### config.mk
export PLATFORM = sky130hd
export DESIGN_NAME = mem_arbiter_flat
export DESIGN_NICKNAME = d
export VERILOG_FILES = /design/src/rtl/mem_arbiter_pkg.sv /design/src/rtl/mem_arbiter_if.sv /design/src/rtl/arb_starve_ctr.sv /design/src/rtl/mem_arbiter.sv /design/src/flat_wrapper.sv
export SDC_FILE = /design/constraint.sdc
export NUM_CORES = 1
export LEC_CHECK = 0
export CORE_MARGIN = 5
export CORE_UTILIZATION = 42
export DETAILED_ROUTE_END_ITERATION = 8
export GPL_ROUTABILITY_DRIVEN = 0
export GPL_TIMING_DRIVEN = 0
export PLACE_DENSITY = 0.84
export SETUP_SLACK_MARGIN = 0.3
export SLEW_MARGIN = 20
export SYNTH_ARGS = -nofsm -noshare
export SYNTH_HDL_FRONTEND = slang
export SYNTH_HIERARCHICAL = 1
export SYNTH_SLANG_ARGS = --single-unit
export TNS_END_PERCENT = 50
### constraint.sdc
create_clock -name clk -period 2.2 [get_ports clk]
set_input_delay 0.44 -clock clk [delete_from_list [all_inputs] [get_ports clk]]
set_output_delay 0.44 -clock clk [all_outputs]
set_load 0.01 [all_outputs]
### src/rtl/mem_arbiter_pkg.sv
// mem_arbiter shared types: widths, FSM state and owner codes.
// Optional loader lock is enabled with MEM_ARBITER_LOCK_EN.
package mem_arbiter_pkg;

    localparam int ADDR_WIDTH = 5;
    localparam int DATA_WIDTH = 8;
    localparam int CNT_W      = 4;

    typedef enum logic [1:0] {
        ARB_IDLE = 2'd0,
        ARB_XFER = 2'd1,
        ARB_DONE = 2'd2
    } arb_state_e;

    typedef enum logic {
        ARB_OWN_CPU = 1'b0,
        ARB_OWN_LDR = 1'b1
    } arb_owner_e;

endpackage

### src/rtl/mem_arbiter_if.sv
// Requester req/ack handshake bundle for mem_arbiter.
// master = requester side, slave = arbiter side.
interface mem_arbiter_if #(
    parameter int AW = mem_arbiter_pkg::ADDR_WIDTH,
    parameter int DW = mem_arbiter_pkg::DATA_WIDTH
);

    logic          req;
    logic          we;
    logic [AW-1:0] addr;
    logic [DW-1:0] wdata;
    logic          ack;

    modport master (
        output req, we, addr, wdata,
        input  ack
    );

    modport slave (
        input  req, we, addr, wdata,
        output ack
    );

endinterface

### src/rtl/arb_starve_ctr.sv
// Saturating count of CPU grants made while the loader waits.
// force_ldr is raised once the count reaches LIMIT.
module arb_starve_ctr #(
    parameter int W     = 4,
    parameter int LIMIT = 4
) (
    input  logic         clk,
    input  logic         rst,
    input  logic         upd,
    input  logic         inc,
    output logic [W-1:0] cnt,
    output logic         force_ldr
);

    localparam logic [W-1:0] LIM = W'(LIMIT);

    always_ff @(posedge clk or negedge rst) begin
        if (!rst) begin
            cnt <= '0;
        end else if (upd) begin
            if (!inc)
                cnt <= '0;
            else if (cnt != LIM)
                cnt <= cnt + 1'b1;
        end
    end

    assign force_ldr = (cnt == LIM);

endmodule

### src/rtl/mem_arbiter.sv
// Two-requester single-port memory arbiter, CPU priority with starvation guard.
// Define MEM_ARBITER_LOCK_EN to add the ldr_lock input.
module mem_arbiter
    import mem_arbiter_pkg::*;
#(
    parameter int ADDR_W       = ADDR_WIDTH,
    parameter int DATA_W       = DATA_WIDTH,
    parameter int STARVE_LIMIT = 4
) (
    input  logic              clk,
    input  logic              rst,
    mem_arbiter_if.slave      cpu,
    mem_arbiter_if.slave      ldr,
`ifdef MEM_ARBITER_LOCK_EN
    input  logic              ldr_lock,
`endif
    output logic [DATA_W-1:0] rdata,
    output logic [ADDR_W-1:0] mem_addr,
    output logic              mem_rd,
    output logic              mem_wr,
    output logic [DATA_W-1:0] mem_wdata,
    input  logic [DATA_W-1:0] mem_rdata,
    output logic              busy
);

    arb_state_e        state, state_nxt;
    arb_owner_e        owner, owner_nxt;
    logic [ADDR_W-1:0] lat_addr;
    logic [DATA_W-1:0] lat_wdata;
    logic              lat_we;
    logic [CNT_W-1:0]  starve_cnt;
    logic              force_ldr;
    logic              lock_act;
    logic              ldr_win;
    logic              cpu_win;
    logic              grant;
    logic              idle;

`ifdef MEM_ARBITER_LOCK_EN
    assign lock_act = ldr_lock && (owner == ARB_OWN_LDR);
`else
    assign lock_act = 1'b0;
`endif

    assign idle = (state == ARB_IDLE);

    // Under lock the CPU is never picked and the counter is frozen.
    always_comb begin
        ldr_win = 1'b0;
        cpu_win = 1'b0;
        unique case (1'b1)
            lock_act: ldr_win = ldr.req;
            default: begin
                ldr_win = ldr.req && (!cpu.req || force_ldr);
                cpu_win = cpu.req && !ldr_win;
            end
        endcase
    end

    assign grant = idle && (ldr_win || cpu_win);

    arb_starve_ctr #(
        .W     (CNT_W),
        .LIMIT (STARVE_LIMIT)
    ) u_starve (
        .clk       (clk),
        .rst       (rst),
        .upd       (idle && !lock_act),
        .inc       (cpu_win && ldr.req),
        .cnt       (starve_cnt),
        .force_ldr (force_ldr)
    );

    always_comb begin
        state_nxt = state;
        owner_nxt = owner;
        unique case (state)
            ARB_IDLE: begin
                if (grant) begin
                    state_nxt = ARB_XFER;
                    owner_nxt = ldr_win ? ARB_OWN_LDR
                                        : ARB_OWN_CPU;
                end
            end
            ARB_XFER: state_nxt = ARB_DONE;
            ARB_DONE: state_nxt = ARB_IDLE;
            default:  state_nxt = ARB_IDLE;
        endcase
    end

    always_ff @(posedge clk or negedge rst) begin
        if (!rst) begin
            state <= ARB_IDLE;
            owner <= ARB_OWN_CPU;
        end else begin
            state <= state_nxt;
            owner <= owner_nxt;
        end
    end

    always_ff @(posedge clk or negedge rst) begin
        if (!rst) begin
            lat_addr  <= '0;
            lat_wdata <= '0;
            lat_we    <= 1'b0;
            rdata     <= '0;
        end else begin
            if (grant) begin
                lat_addr  <= ldr_win ? ldr.addr  : cpu.addr;
                lat_wdata <= ldr_win ? ldr.wdata : cpu.wdata;
                lat_we    <= ldr_win ? ldr.we    : cpu.we;
            end
            if (state == ARB_XFER && !lat_we)
                rdata <= mem_rdata;
        end
    end

    logic xfer;
    assign xfer = (state == ARB_XFER);

    assign mem_addr  = xfer ? lat_addr  : '0;
    assign mem_wdata = xfer ? lat_wdata : '0;
    assign mem_wr    = xfer && lat_we;
    assign mem_rd    = xfer && !lat_we;
    assign busy      = !idle;

    assign cpu.ack = (state == ARB_DONE)
                  && (owner == ARB_OWN_CPU);
    assign ldr.ack = (state == ARB_DONE)
                  && (owner == ARB_OWN_LDR);

endmodule

### src/flat_wrapper.sv
// flat-port wrapper written by rule: the top's interface ports become plain ports
module mem_arbiter_flat import mem_arbiter_pkg::*;
#(
    parameter int ADDR_W       = ADDR_WIDTH,
    parameter int DATA_W       = DATA_WIDTH,
    parameter int STARVE_LIMIT = 4
)
  (clk, rst, rdata, mem_addr, mem_rd, mem_wr, mem_wdata, mem_rdata, busy, cpu_req, cpu_we, cpu_addr, cpu_wdata, cpu_ack, ldr_req, ldr_we, ldr_addr, ldr_wdata, ldr_ack);
  mem_arbiter_if cpu_i ();
  mem_arbiter_if ldr_i ();
  input  logic clk;
  input  logic rst;
  output logic [DATA_W-1:0] rdata;
  output logic [ADDR_W-1:0] mem_addr;
  output logic mem_rd;
  output logic mem_wr;
  output logic [DATA_W-1:0] mem_wdata;
  input  logic [DATA_W-1:0] mem_rdata;
  output logic busy;
  input wire logic [$bits(cpu_i.req)-1:0] cpu_req;
  input wire logic [$bits(cpu_i.we)-1:0] cpu_we;
  input wire logic [$bits(cpu_i.addr)-1:0] cpu_addr;
  input wire logic [$bits(cpu_i.wdata)-1:0] cpu_wdata;
  output wire logic [$bits(cpu_i.ack)-1:0] cpu_ack;
  input wire logic [$bits(ldr_i.req)-1:0] ldr_req;
  input wire logic [$bits(ldr_i.we)-1:0] ldr_we;
  input wire logic [$bits(ldr_i.addr)-1:0] ldr_addr;
  input wire logic [$bits(ldr_i.wdata)-1:0] ldr_wdata;
  output wire logic [$bits(ldr_i.ack)-1:0] ldr_ack;
  assign cpu_i.req = cpu_req;
  assign cpu_i.we = cpu_we;
  assign cpu_i.addr = cpu_addr;
  assign cpu_i.wdata = cpu_wdata;
  assign cpu_ack = cpu_i.ack;
  assign ldr_i.req = ldr_req;
  assign ldr_i.we = ldr_we;
  assign ldr_i.addr = ldr_addr;
  assign ldr_i.wdata = ldr_wdata;
  assign ldr_ack = ldr_i.ack;
  mem_arbiter #(.ADDR_W(ADDR_W), .DATA_W(DATA_W), .STARVE_LIMIT(STARVE_LIMIT)) u_core (.clk(clk), .rst(rst), .cpu(cpu_i), .ldr(ldr_i), .rdata(rdata), .mem_addr(mem_addr), .mem_rd(mem_rd), .mem_wr(mem_wr), .mem_wdata(mem_wdata), .mem_rdata(mem_rdata), .busy(busy));
endmodule
==> results.cfg, run 1 <==
[outcome]
status = completed

[worst_setup_path]
path_class = register to output port
worst_path_largest_cell_delay_ns = 0.51
cp_max_fo = 8
required_ns = 1.76
cp-startpoint = u_core/state[0]
critPathArrivalTime_ns = 1.66
cp-start-kind = register
rrSetupSlack_ns = 0.37
r2r_end = u_core/u_starve/cnt[3]
r2r_start = u_core/u_starve/cnt[0]
cp_slowest_cell = clkdlybuf4s50_1
reg2reg_depth = 9
endpoint = busy
cp_cell_sequence = nor2_2 -> inv_1 -> clkdlybuf4s50_1
endpoint_kind = output port

[global_routing]
antenna_found_initial = 0
grt_pass1_wl_microns = 6930
overflow = 0
grt_max_degree = 30
grt_use_total_pct = 17.9
grt_pass1_vias = 1480

[timing]
maxSlewViolCount = 0
max_freq_mhz = 477
fin_crit_ns = 2.10
fin_hold_ws_ns = 0.181
maxSlewHeadroom_pct = 57.3
worstMarginPinSlew_ns = 0.640
period_share_pct = 95.3
hold_viol = 0
setup_viol_count_final = 0
rsz0062_at_grt = true
clock_skew_ns = 0.00511

[final_layout]
fillers = 267
nNetsFinal = 277
seqCellArea_sq_um = 727
drive_gt1_share_pct = 25.8
most-common-layout-cells = clkdlybuf4s50_1, dfrtp_1, a21oi_1
antennaDiodeCount = 0
final_util_pct = 69.6
layout_commonest_cell = clkdlybuf4s50_1
area_growth_pct = 62.6
multi_input_area_sq_um = 762

[clock_tree]
ctsHoldBuffers = 0
cts.sinks = 29
clk_path_buf_depth = 2
htree_levels = 2
cts_tree = yes
clkLatencyLatePin_ns = 0.28
path_clk_slew_ns = 0.06
numCtsBuffers = 5
root_buffer = clkbuf_8

[routing]
vias_per_cell = 5.24
vias = 1489
routedWlPerCell_microns = 15.4
drc = 0
wirelength_microns = 4370
drt_iter0_drc = 66
first_pass_iters = 4
ant_nets = 0

[placed_design]
hpwl_microns = 2900
io_buffers = 65

[power_and_ir_drop]
cellPowerDensity_nw_per_um2 = 1270
combPwrFrac_pct = 51.0
switching_share_pct = 33.4
power.share.clock_pct = 20.5
seqPwrFrac_pct = 28.5
switchingPower_mw = 1.07
peakVddDrop_mv = 0.581
p_int_mw = 2.13
power_mw = 3.20
total_leakage_power_nw = 1.16

[floorplanning]
num_rows = 22
core_region_area_sq_um = 3610
ios = 66
die_h_microns = 70.6
fp.dieW_microns = 70.6
die_area_sq_um = 4990
start_util_pct = 42.8

[synth]
ys_dominant_reg_cell = dfrtp_1
synth-seq-cells = 29
syn_area_sq_um = 1540
synthesis.nets = 193
synth_cell_type_count = 27
seq_area_frac_synth_pct = 47.0
synth-async-reset-ratio_pct = 100
syn-instance-count = 151
ys_warn_count = 6
syn-mean-instance-area_sq_um = 10.2
synth-edff-count = 0

[worst_hold_path]
hold_class = input pin to async pin

[run]
max_cap_viol_count = 0
-- state kept, by name, summed over array words and instances, names as in the netlist --
name                 count
u_core/rdata             8
u_core/lat_we            1
u_core/lat_addr          5
u_core/u_starve/cnt      4
u_core/state             2
u_core/owner             1
u_core/lat_wdata         8
-- critical path, delay by kind of cell (launching register included) --
kind / cells / cell delay (ns)
buf+inv: 2 / 0.65
flops: 1 / 0.41
simple gates: 1 / 0.32
-- worst min-delay path by stage --
stage               depth (start not counted)                  end  slack (ns)
floorplan                                   0   u_core/lat_addr[0]        0.14
finish                                      1  u_core/lat_wdata[4]        0.18
detailed placement                          1      u_core/rdata[6]        0.47
global placement                            1      u_core/rdata[2]        0.47
CTS                                         1         u_core/owner        0.20
global route                                1  u_core/lat_wdata[4]        0.23
-- cell families after synthesis --
group,synth area share [%]
AO/OA/AOI/OAI,22.2
AND/OR/NAND/NOR,16.5
flip-flops,47.0
buffers and inverters,5.92
multiplexers,6.81
adder cells (fa/ha/maj),1.62
-- area by class of cell --
type	instances	share of cell area (%)
Clock inverter	3	2.59
Inverter	5	0.748
Buffer	12	3.94
Multi-Input combinational cell	105	30.4
Clock buffer	5	2.74
Sequential cell	29	29.0
Tap cell	48	2.39
Timing Repair Buffer	77	28.3
-- cell usage after synthesis (2+ instances only) --
cell type	count	area share [%]
ha_1	2	1.6
inv_1	5	1.2
o21ai_0	15	4.9
nor2b_1	3	1.2
buf_2	4	1.3
nor2_1	3	0.73
nand3_1	15	4.9
and2_1	14	5.7
mux2_1	8	5.8
nand2_1	2	0.49
nor3b_1	2	0.97
dfrtp_1	29	47
a31oi_1	7	2.8
buf_6	3	2.2
clkbuf_1	5	1.2
a31oi_2	8	6.5
a21oi_1	16	5.2
-- what timing repair did --
action,4_1_cts,5_1_grt
hold endpoints to repair,0,0
endpoints found under the setup margin,32,30
pin swaps,1,0
gates cloned,0,0
setup buffers,9,3
resized for setup,54,14
-- metrics by stage --
stage | instances | setup WS, ns | area, sq um | setup TNS, ns
6_report | 284 | 0.103 | 2510 | 0
5_1_grt | 284 | 0.0252 | 2510 | 0
4_1_cts | 281 | 0.0746 | 2460 | 0
3_5_place_dp | 264 | -0.0923 | 2250 | -0.155
3_3_place_gp | 264 | -0.0530 | 2260 | -0.0530
2_1_floorplan | 151 | 0.301 | 1550 | 0
-- per-layer routing --
| metal | vias to the layer above | track usage, % | wire length, microns |
|---|---|---|---|
| li1 | 708 | - | - |
| met1 | 708 | 20.4 | 1700 |
| met2 | 65 | 30.7 | 2280 |
| met3 | 8 | 5.54 | 323 |
| met4 | 0 | 8.56 | 58 |
| met5 | - | 0 | 0 |
-- power groups by stage --
stage,logic (mW),registers [mW],clock network [mW]
after floorplan,0.781,0.933,0
after global placement,1.46,0.907,0
after detailed placement,1.48,0.923,0
after CTS,1.57,0.910,0.668
after global routing,1.76,0.938,0.691
final,1.63,0.911,0.655
No activity file was read; power rests on OpenSTA's default activity.
==> run 2, diff against run 1 <==
- CORE_ASPECT_RATIO: unset -> 1.2
==> run 2 against run 1 <==
Effect of this change:
- power is 1.8% lower
- core utilization decreased by 0.65 points
- die area up 0.11%
- critical path depth grew 1
- hold slack worse by 0.0070 ns
- register-to-register slack got worse by 0.03 ns
- worst setup slack gained 0.098 ns
==> results.cfg, run 2 (synthesis gave the netlist of run 1 again) <==
[routing]
wirelength_microns = 4240
vias = 1456
first_pass_iters = 4
ant_nets = 0
drc = 0
routedWlPerCell_microns = 15.5
drt_iter0_drc = 41
vias_per_cell = 5.31

[clock_tree]
cts.sinks = 29
clk_path_buf_depth = 2
path_clk_slew_ns = 0.06
clkLatencyLatePin_ns = 0.29
root_buffer = clkbuf_8
htree_levels = 2
ctsHoldBuffers = 0
numCtsBuffers = 5
cts_tree = yes

[timing]
period_share_pct = 90.9
maxSlewViolCount = 0
rsz0062_at_grt = true
setup_viol_count_final = 0
max_freq_mhz = 500
setup_slack_ns = 0.200
worstMarginPinSlew_ns = 0.643
fin_hold_ws_ns = 0.174
hold_viol = 0
clock_skew_ns = 0.00811
maxSlewHeadroom_pct = 57.2
fin_crit_ns = 2.00

[worst_setup_path]
worst_path_largest_cell_delay_ns = 0.43
cp_max_fo = 3
path_class = register to output port
rrSetupSlack_ns = 0.34
critPathArrivalTime_ns = 1.56
cp_common_cell = buf_4
endpoint_kind = output port
worstSetupPathDepth = 4
required_ns = 1.76
cp-start-kind = register
path_buf_inv = 3
r2r_end = u_core/u_starve/cnt[3]
r2r_start = u_core/u_starve/cnt[0]
cp_slowest_cell = dfrtp_1
crit_family = buffers and inverters
cp_cell_sequence = buf_4 -> buf_4 -> nor3b_1 -> dlymetal6s2s_1
reg2reg_depth = 9

[floorplanning]
num_rows = 24
core_region_area_sq_um = 3600
die_h_microns = 76.4
ios = 66
fp.dieW_microns = 65.4
start_util_pct = 42.8
die_area_sq_um = 4990

[final_layout]
fin_area_sq_um = 2480
nNetsFinal = 276
drive_gt1_share_pct = 23.8
finalNonFillerCells = 274
area_growth_pct = 60.9
final_util_pct = 69.0
largestRegisters = u_core/lat_wdata x8, u_core/rdata x8, u_core/lat_addr x5
seqCellArea_sq_um = 727
layout_commonest_cell = clkdlybuf4s50_1
fillers = 266
most-common-layout-cells = clkdlybuf4s50_1, dfrtp_1, a21oi_1
antennaDiodeCount = 0
multi_input_area_sq_um = 754

[global_routing]
grt_pass1_vias = 1504
grt_use_met1_pct = 18.7
antenna_found_initial = 0
overflow = 0
grt_max_degree = 30
grt_use_total_pct = 18.1
busiest_layer = met2
grt_pass1_wl_microns = 6930
grt_use_met3_pct = 5.31
grt_use_met2_pct = 32.2

[placed_design]
io_buffers = 65
hpwl_microns = 2990
place_worst_setup_slack_ns = -0.123
dp_cells = 255
dpl_cell_area_sq_um = 2240

[power_and_ir_drop]
cellPowerDensity_nw_per_um2 = 1260
total_leakage_power_nw = 1.14
peakVddDrop_mv = 0.554

[worst_hold_path]
hold_class = input pin to async pin

[run]
max_cap_viol_count = 0

[outcome]
status = completed
==> run 2: cell types whose count changed in the layout (fill, tap and decap cells not counted), sizes merged <==
cell           before  now
dlymetal6s2s        6    7
bufinv              2    1
clkdlybuf4s15       0    3
buf                31   22
clkbuf              9   16
clkdlybuf4s50      47   46
clkinv              1    0
==> run 2: layout make-up <==
class,count,share of cell area [%]
plain buffers,12,3.98
clock buffers,7,3.47
clock inverters,1,1.21
inverters,5,0.755
multi-input cells,105,30.4
flip-flops and latches,29,29.3
well taps,39,1.96
repair buffers,76,29.0
==> run 2: worst max path at each step <==
stage / start / end
2_1_floorplan: u_core/u_starve/cnt[0] / u_core/u_starve/cnt[3]
3_3_place_gp: ldr_req / u_core/u_starve/cnt[0]
3_5_place_dp: ldr_req / u_core/u_starve/cnt[0]
4_1_cts: u_core/state[1] / mem_wr
5_1_grt: u_core/state[0] / mem_rd
6_report: u_core/state[0] / ldr_ack
==> run 2: stage by stage <==
step	TNS (ns)	total power, mW
floorplan	0	1.71
global placement	-0.0635	2.36
detailed placement	-0.232	2.41
CTS	0	3.05
global route	0	3.35
finish	0	3.14
==> run 2: power breakdown <==
group / switching (mW) / leakage (nW) / internal, mW
Clock: 0.201 / 0.0585 / 0.369
Sequential: 0.141 / 0.342 / 0.786
Combinational: 0.721 / 0.739 / 0.919
==> run 2: repair_timing <==
| item | 4_1_cts | 5_1_grt |
|---|---|---|
| buffers inserted | 6 | 5 |
| gates resized for setup | 32 | 26 |
| cloned | 0 | 0 |
| pin swaps | 0 | 1 |
| endpoints found under the setup margin | 32 | 29 |
| hold endpoints to repair | 0 | 0 |
==> run 2: worst reg2reg max path, stage by stage, from the launching register on <==
cell and delay (ns):
dfrtp_1 0.34, inv_1 0.05, ha_1 0.18, and3b_1 0.16, buf_6 0.13, nand2b_2 0.22
clkbuf_8 0.19, nor2_4 0.11, nand2_1 0.08, o41ai_1 0.30
==> run 2: routing by layer <==
layer | vias to the layer above | routed length, microns | share of wire, %
li1 | 704 | - | -
met1 | 696 | 1470 | 35
met2 | 49 | 2370 | 56
met3 | 7 | 311 | 7.3
met4 | 0 | 81 | 1.9
met5 | - | 0 | 0
==> run 3, diff against run 2 <==
- SYNTH_HIERARCHICAL: 1 -> unset
- clock period: 2.2 -> 2 ns (I/O delays scaled with it)
==> run 3 against run 2 <==
Effect of this change:
- die area grew 1.2%
- largest cell class unchanged
- power increased by 8.8%
- register-to-register slack improved by 0.05 ns
- clock power down 19%
- global-route usage barely moved
==> results.cfg, run 3 <==
[outcome]
status = completed

[timing]
setup_viol_count_final = 0
worstMarginPinSlew_ns = 0.661
maxSlewHeadroom_pct = 55.9
setup_slack_ns = 0.261
maxSlewViolCount = 0
hold_viol = 0
tns_ns = 0
rsz0062_at_grt = true
fin_crit_ns = 1.74
fin_hold_ws_ns = 0.149
clock_skew_ns = 0.00318
period_share_pct = 86.9
max_freq_mhz = 575

[worst_setup_path]
cp-start-kind = register
r2r_start = u_core.state[1]
worst_path_largest_cell_delay_ns = 0.39
cp-startpoint = u_core.state[0]
cp_slowest_cell = dfrtp_1
cp_cell_sequence = nor2b_4 -> buf_4 -> and2_1 -> buf_6 -> buf_2
path_class = register to output port
critPathArrivalTime_ns = 1.34
cp_max_fo = 3
endpoint_kind = output port
required_ns = 1.60

[global_routing]
grt_pass1_wl_microns = 7090
grt_max_degree = 30
grt_use_total_pct = 18.1
antenna_found_initial = 0
overflow = 0
grt_pass1_vias = 1509

[worst_hold_path]
hold_class = input pin to async pin

[floorplanning]
ios = 66
die_h_microns = 76.9
fp.dieW_microns = 65.7
start_util_pct = 43.1
die_area_sq_um = 5050
num_rows = 24
core_region_area_sq_um = 3630

[clock_tree]
clkLatencyLatePin_ns = 0.28
path_clk_slew_ns = 0.06
cts_tree = yes
clk_path_buf_depth = 2
ctsHoldBuffers = 0
cts.sinks = 29
root_buffer = clkbuf_8
htree_levels = 2
numCtsBuffers = 5

[synth]
synth-edff-count = 0
ys_top_cells_by_count = dfrtp_1, inv_1, nand3_1
synthesis.nets = 194
syn-mean-instance-area_sq_um = 10.3
syn-instance-count = 152
yosys.area.top_type_share_pct = 46.4
synth_area_leader_cell = dfrtp_1
yosysMostFrequentCell = dfrtp_1
ys_dominant_reg_cell = dfrtp_1
syn_area_sq_um = 1570
synth-async-reset-ratio_pct = 100
synth_area_leaders = dfrtp_1, o221ai_2, and2_1
ys_warn_count = 0
synth-seq-cells = 29
seq_area_frac_synth_pct = 46.4
synth_cell_type_count = 24

[routing]
ant_nets = 0
vias = 1525
drc = 0
first_pass_iters = 4
wirelength_microns = 4590
routedWlPerCell_microns = 16.1
drt_iter0_drc = 66
vias_per_cell = 5.33

[power_and_ir_drop]
peakVddDrop_mv = 0.812
cellPowerDensity_nw_per_um2 = 1380
total_leakage_power_nw = 1.08

[final_layout]
layout_commonest_cell = clkdlybuf4s50_1
largestRegisters = u_core.lat_wdata x8, u_core.rdata x8, u_core.lat_addr x5
final_util_pct = 67.9
drive_gt1_share_pct = 32.5
area_growth_pct = 57.7
finalNonFillerCells = 286
antennaDiodeCount = 0
most-common-layout-cells = clkdlybuf4s50_1, dfrtp_1, inv_1
nNetsFinal = 275

[placed_design]
hpwl_microns = 3120
place_worst_setup_slack_ns = -0.265
io_buffers = 64
dp_cells = 268

[run]
max_cap_viol_count = 0
-- run 3: cells by family after synthesis --
group                      synth area share [%]
buffers and inverters                      9.75
AOI/OAI and AO/OA                          13.9
muxes                                      5.76
DFF                                        46.4
adders and majority gates                  1.60
and+or+nand+nor                            22.6
-- run 3: path summary, 6_finish.rpt --
check | end | slack, ns | cells past startpoint
worst max-delay path | mem_rd | 0.26 | 5
worst min-delay path | u_core.lat_wdata[3] | 0.15 | 1
worst max register to register | u_core.lat_we | 0.39 | 6
worst min register to register | u_core.rdata[7] | 0.50 | 1
max in group asynchronous | u_core.state[1] | 1.39 | 1
min in group clk | u_core.lat_addr[1] | 0.40 | 3
-- run 3: per-layer routing --
layer | part of all wire (%) | GRT usage [%] | vias up
li1 | - | - | 704
met1 | 38 | 20.3 | 748
met2 | 52 | 31.5 | 64
met3 | 8.2 | 5.26 | 9
met4 | 1.9 | 7.05 | 0
met5 | 0 | 0 | -
-- run 3: where the power goes --
part | total (mW) | switching (mW) | internal [mW]
sequential | 0.992 | 0.138 | 0.854
combinational | 1.96 | 0.897 | 1.06
clock | 0.462 | 0.222 | 0.240
-- run 3: worst max-delay path: cells and delay by family, from the launching register on --
family | cells | cell delay (ns)
and+or+nand+nor | 2 | 0.30
buffers and inverters | 3 | 0.37
DFF | 1 | 0.39
-- run 3: final cells by class --
| class | instances | area, sq um |
|---|---|---|
| Inverter | 19 | 71.3 |
| Tap cell | 52 | 65.1 |
| Buffer | 13 | 106 |
| Timing Repair Buffer | 74 | 686 |
| Clock buffer | 6 | 72.6 |
| Fill cell | 270 | 1160 |
| Clock inverter | 2 | 10.0 |
| Multi-Input combinational cell | 91 | 731 |
| Sequential cell | 29 | 727 |
-- run 3: what timing repair did --
action                     in CTS  in global routing
pin swaps                       9                  2
resized for setup              80                 27
cloned                          1                  0
setup endpoints to repair      18                 32
setup buffers                   9                  0
-- run 3: per-stage QoR --
step / power, mW / cell area (sq um)
final: 3.41 / 2470
after global routing: 3.62 / 2470
after CTS: 3.35 / 2460
after detailed placement: 2.65 / 2270
after global placement: 2.60 / 2270
after floorplan: 1.94 / 1570
